==> src/rtl/stream_axi_wr_addr_if.sv <==
// Write-master side bus of stream_axi_wr_addr.
// Carries the kick/busy burst handshake and the burst data pop port.
//   master : burst requester (kick, write_addr, write_num, wdata out)
//   slave  : AXI write master (busy, wdata_req out)
interface stream_axi_wr_addr_if;
  logic        busy;
  logic        kick;
  logic [31:0] write_addr;
  logic [31:0] write_num;
  logic        wdata_req;
  logic [31:0] wdata;

  modport master (
    input  busy,
    input  wdata_req,
    output kick,
    output write_addr,
    output write_num,
    output wdata
  );

  modport slave (
    output busy,
    output wdata_req,
    input  kick,
    input  write_addr,
    input  write_num,
    input  wdata
  );
endinterface

==> src/rtl/stream_axi_wr_addr.sv <==
// Pixel stream to AXI write burst generator with 2x64 ping-pong buffer.
// Ports:
//   clk, rst_n      : clock, async active-low reset
//   sof             : start-of-frame pulse
//   pix_valid/_data : pixel stream in, pix_ready accepts
//   wr (master)     : kick/busy burst request, write_addr, write_num,
//                     wdata_req pops wdata
//   overflow        : sticky, a pixel was lost to a full buffer
//   frame_done      : one-cycle pulse when the last burst finishes
module stream_axi_wr_addr #(
  parameter logic [11:0] X_SIZE    = 12'd256,
  parameter logic [11:0] Y_SIZE    = 12'd256,
  parameter logic [31:0] BASE_ADDR = 32'h0
) (
  input  logic                        clk,
  input  logic                        rst_n,
  input  logic                        sof,
  input  logic                        pix_valid,
  input  logic [31:0]                 pix_data,
  output logic                        pix_ready,
  stream_axi_wr_addr_if.master        wr,
  output logic                        overflow,
  output logic                        frame_done
);

  localparam logic [2:0] S_IDLE       = 3'd0;
  localparam logic [2:0] S_FILL       = 3'd1;
  localparam logic [2:0] S_ISSUE_IDLE = 3'd2;
  localparam logic [2:0] S_ISSUE      = 3'd3;
  localparam logic [2:0] S_ISSUE_WAIT = 3'd4;
  localparam logic [2:0] S_XFER       = 3'd5;

  localparam logic [31:0] TOTAL  = 32'(X_SIZE) * 32'(Y_SIZE);
  localparam logic [11:0] X_LAST = X_SIZE - 12'd64;
  localparam logic [11:0] Y_LAST = Y_SIZE - 12'd1;

  logic [2:0]  state_q,  state_d;
  logic [11:0] x_q,      x_d;
  logic [11:0] y_q,      y_d;
  logic [31:0] in_cnt_q, in_cnt_d;
  logic        wr_bank_q, wr_bank_d;
  logic        rd_bank_q, rd_bank_d;
  logic [5:0]  wr_idx_q, wr_idx_d;
  logic [5:0]  rd_idx_q, rd_idx_d;
  logic [1:0]  full_q,   full_d;
  logic        done_q,   done_d;
  logic        last_q,   last_d;
  logic [31:0] addr_q,   addr_d;
  logic        ovf_q,    ovf_d;
  logic        fd_q,     fd_d;

  logic [31:0] mem_q [128];

  logic active;
  logic room;
  logic ready;
  logic accept;
  logic drop;
  logic pop;

  assign active = (state_q != S_IDLE);
  assign room   = (in_cnt_q < TOTAL);
  assign ready  = active & room & ~full_q[wr_bank_q];
  assign accept = pix_valid & ready;
  // Loss only counts while the frame still expects pixels.
  assign drop   = pix_valid & ~ready & active & room;
  // done_q blocks pops past the 64th word of a burst.
  assign pop    = wr.wdata_req & (state_q == S_XFER) & ~done_q;

  always_comb begin
    state_d   = state_q;
    x_d       = x_q;
    y_d       = y_q;
    in_cnt_d  = in_cnt_q;
    wr_bank_d = wr_bank_q;
    rd_bank_d = rd_bank_q;
    wr_idx_d  = wr_idx_q;
    rd_idx_d  = rd_idx_q;
    full_d    = full_q;
    done_d    = done_q;
    last_d    = last_q;
    addr_d    = addr_q;
    ovf_d     = ovf_q | drop;
    fd_d      = 1'b0;

    if (accept) begin
      in_cnt_d = in_cnt_q + 32'd1;
      wr_idx_d = wr_idx_q + 6'd1;
      if (&wr_idx_q) begin
        full_d[wr_bank_q] = 1'b1;
        wr_bank_d         = ~wr_bank_q;
      end
    end

    // Accept and pop never touch the same bank's full bit.
    if (pop) begin
      rd_idx_d = rd_idx_q + 6'd1;
      if (&rd_idx_q) begin
        full_d[rd_bank_q] = 1'b0;
        rd_bank_d         = ~rd_bank_q;
        done_d            = 1'b1;
      end
    end

    unique case (state_q)
      S_IDLE: begin
        if (sof) begin
          state_d   = S_FILL;
          x_d       = 12'd0;
          y_d       = 12'd0;
          in_cnt_d  = 32'd0;
          wr_bank_d = 1'b0;
          rd_bank_d = 1'b0;
          wr_idx_d  = 6'd0;
          rd_idx_d  = 6'd0;
          full_d    = 2'b00;
          last_d    = 1'b0;
        end
      end
      S_FILL: begin
        if (full_q[rd_bank_q]) state_d = S_ISSUE_IDLE;
      end
      S_ISSUE_IDLE: begin
        addr_d = BASE_ADDR
               + ((32'(y_q) * 32'(X_SIZE)
               + 32'(x_q)) << 2);
        if (!wr.busy) state_d = S_ISSUE;
      end
      S_ISSUE: begin
        done_d = 1'b0;
        last_d = (x_q == X_LAST) && (y_q == Y_LAST);
        if (x_q == X_LAST) begin
          x_d = 12'd0;
          y_d = y_q + 12'd1;
        end else begin
          x_d = x_q + 12'd64;
        end
        state_d = S_ISSUE_WAIT;
      end
      S_ISSUE_WAIT: begin
        if (wr.busy) state_d = S_XFER;
      end
      S_XFER: begin
        if (!wr.busy && done_q) begin
          if (last_q) begin
            state_d = S_IDLE;
            fd_d    = 1'b1;
          end else begin
            state_d = S_FILL;
          end
        end
      end
      default: state_d = S_IDLE;
    endcase
  end

  always_ff @(posedge clk or negedge rst_n) begin
    if (!rst_n) begin
      state_q   <= S_IDLE;
      x_q       <= 12'd0;
      y_q       <= 12'd0;
      in_cnt_q  <= 32'd0;
      wr_bank_q <= 1'b0;
      rd_bank_q <= 1'b0;
      wr_idx_q  <= 6'd0;
      rd_idx_q  <= 6'd0;
      full_q    <= 2'b00;
      done_q    <= 1'b0;
      last_q    <= 1'b0;
      addr_q    <= 32'd0;
      ovf_q     <= 1'b0;
      fd_q      <= 1'b0;
    end else begin
      state_q   <= state_d;
      x_q       <= x_d;
      y_q       <= y_d;
      in_cnt_q  <= in_cnt_d;
      wr_bank_q <= wr_bank_d;
      rd_bank_q <= rd_bank_d;
      wr_idx_q  <= wr_idx_d;
      rd_idx_q  <= rd_idx_d;
      full_q    <= full_d;
      done_q    <= done_d;
      last_q    <= last_d;
      addr_q    <= addr_d;
      ovf_q     <= ovf_d;
      fd_q      <= fd_d;
    end
  end

  // Buffer storage needs no reset.
  always_ff @(posedge clk) begin
    if (accept) mem_q[{wr_bank_q, wr_idx_q}] <= pix_data;
  end

  assign pix_ready     = ready;
  assign overflow      = ovf_q;
  assign frame_done    = fd_q;
  assign wr.kick       = (state_q == S_ISSUE)
                       | (state_q == S_ISSUE_WAIT);
  assign wr.write_addr = addr_q;
  assign wr.write_num  = 32'd64;
  assign wr.wdata      = mem_q[{rd_bank_q, rd_idx_q}];

endmodule
==> src/flat_wrapper.sv <==
// flat-port wrapper written by rule: the top's interface ports become plain ports
module stream_axi_wr_addr_flat 
#(
  parameter logic [11:0] X_SIZE    = 12'd256,
  parameter logic [11:0] Y_SIZE    = 12'd256,
  parameter logic [31:0] BASE_ADDR = 32'h0
)
  (clk, rst_n, sof, pix_valid, pix_data, pix_ready, overflow, frame_done, wr_busy, wr_wdata_req, wr_kick, wr_write_addr, wr_write_num, wr_wdata);
  stream_axi_wr_addr_if wr_i ();
  input  logic clk;
  input  logic rst_n;
  input  logic sof;
  input  logic pix_valid;
  input  logic [31:0] pix_data;
  output logic pix_ready;
  output logic overflow;
  output logic frame_done;
  input wire logic [$bits(wr_i.busy)-1:0] wr_busy;
  input wire logic [$bits(wr_i.wdata_req)-1:0] wr_wdata_req;
  output wire logic [$bits(wr_i.kick)-1:0] wr_kick;
  output wire logic [$bits(wr_i.write_addr)-1:0] wr_write_addr;
  output wire logic [$bits(wr_i.write_num)-1:0] wr_write_num;
  output wire logic [$bits(wr_i.wdata)-1:0] wr_wdata;
  assign wr_i.busy = wr_busy;
  assign wr_i.wdata_req = wr_wdata_req;
  assign wr_kick = wr_i.kick;
  assign wr_write_addr = wr_i.write_addr;
  assign wr_write_num = wr_i.write_num;
  assign wr_wdata = wr_i.wdata;
  stream_axi_wr_addr #(.X_SIZE(X_SIZE), .Y_SIZE(Y_SIZE), .BASE_ADDR(BASE_ADDR)) u_core (.clk(clk), .rst_n(rst_n), .sof(sof), .pix_valid(pix_valid), .pix_data(pix_data), .pix_ready(pix_ready), .wr(wr_i), .overflow(overflow), .frame_done(frame_done));
endmodule
==> config.mk <==
export PLATFORM = sky130hd
export DESIGN_NAME = stream_axi_wr_addr_flat
export DESIGN_NICKNAME = d
export VERILOG_FILES = /design/src/rtl/stream_axi_wr_addr_if.sv /design/src/rtl/stream_axi_wr_addr.sv /design/src/flat_wrapper.sv
export SDC_FILE = /design/constraint.sdc
export NUM_CORES = 2
export LEC_CHECK = 0
export CAP_MARGIN = 10
export CORE_MARGIN = 2
export CORE_UTILIZATION = 25
export CTS_CLUSTER_DIAMETER = 150
export DETAILED_ROUTE_END_ITERATION = 8
export DONT_BUFFER_PORTS = 1
export GPL_TIMING_DRIVEN = 0
export PLACE_DENSITY_LB_ADDON = 0.08
export REMOVE_ABC_BUFFERS = 1
export SYNTH_ARGS = -nofsm -noshare
export SYNTH_HDL_FRONTEND = slang
export SYNTH_SLANG_ARGS = --single-unit
==> constraint.sdc <==
create_clock -name clk -period 7.2 [get_ports clk]
set_clock_uncertainty 0.2 [all_clocks]
set_input_delay 1.44 -clock clk [delete_from_list [all_inputs] [get_ports clk]]
set_output_delay 1.44 -clock clk [all_outputs]
set_load 0.03 [all_outputs]
==> metrics.txt <==
CP arrival 5.46 ns; synthesized area 161000 µm²; ys flop type edfxtp_1; clock slew at the register clock pins of the worst setup and hold paths 0.06 ns; PortBufs 0; asr flop ratio synth 0.0210; footprint of the multi-input gates 35400 µm²; post-layout min period 7.10 ns; CP startpoint kind flip-flop; number of flops mapped to enable cells by yosys 4096; register share of total power 0.360; Sw Ratio 0.345; WS Path Type reg -> out; VDD IR max 0.269 mV; f_max 141 MHz; Initial Utilization 0.251; initial antenna violation count 40; critical-path cell list buf_16 -> nor2b_4 -> buf_12 -> buf_12 -> buf_12 -> a22oi_1 -> a21oi_1 -> a31oi_2 -> buf_8 -> o32ai_2; sw power 26500 µW; Vias 79100; Clk Tree Root Cell clkbuf_16; chip width 807 µm; Slowest cell on crit path o32ai_2; max cap viols 0; Placed Area 178000 µm²; syn avg cell area 21.2 µm²; final period utilization 0.986; P_int 50400 µW; fin. max-slew vios 0; clock power share 0.303; largest fanout on the critical path 23; P&R area growth vs syn 20.7%; DIE HEIGHT 807 µm; CTS tree built; Mapped Cells 7585; routability cong. 0.701; CP max stage delay 0.79 ns; first-pass GRT wire length 754000 µm; die area 651000 µm²; Worst path most repeated cell buf_12; DRC Markers 0; total CTS buffers 477; vias in the first global route 82600; most frequent cells in the layout 4096 x edfxtp_1, 827 x mux4_2, 608 x mux2i_1; flop and latch count out of synthesis 4184; Slew headroom 0.173; share of layout cells above drive strength 1 0.250; Final HPWL DP 339000 µm; core area 642000 µm²; RSZ-0062 raised after global routing no; fin nets 8050; Vias per Instance 4.65; total power 76900 µW; commonest non-fill, non-tap cell in the layout edfxtp_1; worst skew pair latency 1.03 ns; PD cells 396 nW/µm²; synth warn 0; Ports 138; status finished clean; final setup vio count 0; Hold Crit Class in -> async; Worst EP required 5.56 ns; drt wl/cell 33.2 µm; Rows 294; fin area 194000 µm²; Hold Fails Final Rpt 0; Post-Route WL 565000 µm; Antenna Nets Post-Route 0; crit end category primary output; largest net degree at the start of global routing 129; clock sink total 4184; leakage 0.0605 µW; FF/Latch Area 125000 µm²; final cell count without fillers 17000; clock buffer depth 4; combinational power share 0.337; H-tree depth 5; Finished Core Util 0.303; placed insts 16100; Tot GR Track Use 0.170; Layout fillers 61900; DR iter-0 viols 8172; sequential share of the synthesized area 0.777; Distinct cells, synth 60; total global routing overflow 0; Slew @ Worst Pin 1.23 ns; DR pass1 iterations 7
## metrics by stage
step	setup slack (ns)	TNS (ns)	hold slack, ns
6_report	0.102	0	0.152
5_1_grt	0.00735	0	0.121
4_1_cts	0.0107	0	0.0534
3_5_place_dp	-0.882	-3.63	0.273
3_3_place_gp	-79.99	-	0.263
2_1_floorplan	-42.92	-1759.79	0.245
## worst max-delay path, delay by kind of cell, from the launching register on
kind	cells	cell delay [ns]
AOI/OAI and AO/OA	4	1.75
buffers and inverters	5	1.23
DFF	1	0.72
and+or+nand+nor	1	0.51
## repair_timing
item,CTS,global route
buffers inserted,11,0
pin swaps,10,2
hold buffers,1,0
endpoints found under the hold margin,88,0
endpoints found under the setup margin,32,3
cloned,20,2
resized for setup,96,3
## cell families after synthesis
family	Yosys count	share of synthesized area
compound gates	791	0.0318
xor+xnor	37	0.00201
fa+ha+maj	10	0.000823
buf+inv	494	0.0169
flops	4184	0.777
mux	1436	0.153
other cells	2	0.0000466
simple gates	631	0.0180
## flip-flops by register name, summed over array words and instances, names as in the netlist
name,flops
u_core.y_q,12
u_core.done_q,1
u_core.frame_done,1
u_core.full_q,2
u_core.x_q,6
u_core.state_q,3
u_core.wr_bank_q,1
u_core.rd_idx_q,6
u_core.in_cnt_q,32
u_core.mem_q,4096
u_core.wr_idx_q,6
u_core.wr.write_addr,15
u_core.last_q,1
u_core.rd_bank_q,1
u_core.overflow,1
## power groups by stage
stage,sequential (µW),clock (µW),combinational [µW]
floorplan,28700,0,10700
global placement,29300,0,15600
detailed placement,28300,0,25200
CTS,27700,24000,26600
global route,27700,24900,27200
finish,27700,23300,25900
## path summary, 6_finish.rpt
check / depth (start not counted) / start / endpoint / slack (ns)
setup reg to reg: 6 / u_core.wr_bank_q / u_core.mem_q[115][7] / 1.63
min in group clk: 1 / u_core.in_cnt_q[8] / u_core.in_cnt_q[8] / 0.28
hold / removal: 1 / rst_n / u_core.wr.write_addr[8] / 0.15
hold reg to reg: 1 / u_core.in_cnt_q[8] / u_core.in_cnt_q[8] / 0.28
max in group asynchronous: 1 / rst_n / u_core.rd_idx_q[3] / 6.25
setup / recovery: 10 / u_core.rd_idx_q[3] / wr_wdata[25] / 0.10
## metal layers
metal	vias to the layer above	routed length, µm	track usage
met5	-	0	0
met4	0	11900	0.0343
met3	565	30100	0.0247
met2	2084	274000	0.286
met1	43700	249000	0.234
li1	32700	-	-
## Yosys cell counts (57+ instances only)
library cell	n	area, µm²
edfxtp_1	4096	123000
mux4_2	827	18600
mux2i_1	608	6090
nor2_1	229	860
a22oi_1	197	1480
clkbuf_1	197	739
o22ai_1	197	1230
a21oi_1	157	786
nand2_1	132	495
buf_4	119	893
o21ai_0	90	450
dfrtp_1	88	2200
nor3_1	82	410
buf_2	79	395
nand3_1	61	305
o31ai_1	57	428
## area by class of cell
cell class                 instances  area share
clock buffer                     592      0.0647
timing repair buffer             371      0.0424
tap                             8584      0.0552
multi-input combinational       2957       0.182
inverter                          11    0.000264
sequential                      4184       0.644
clock inverter                   283      0.0111
antenna                           28    0.000360
Power figures use the tool's default switching activity.
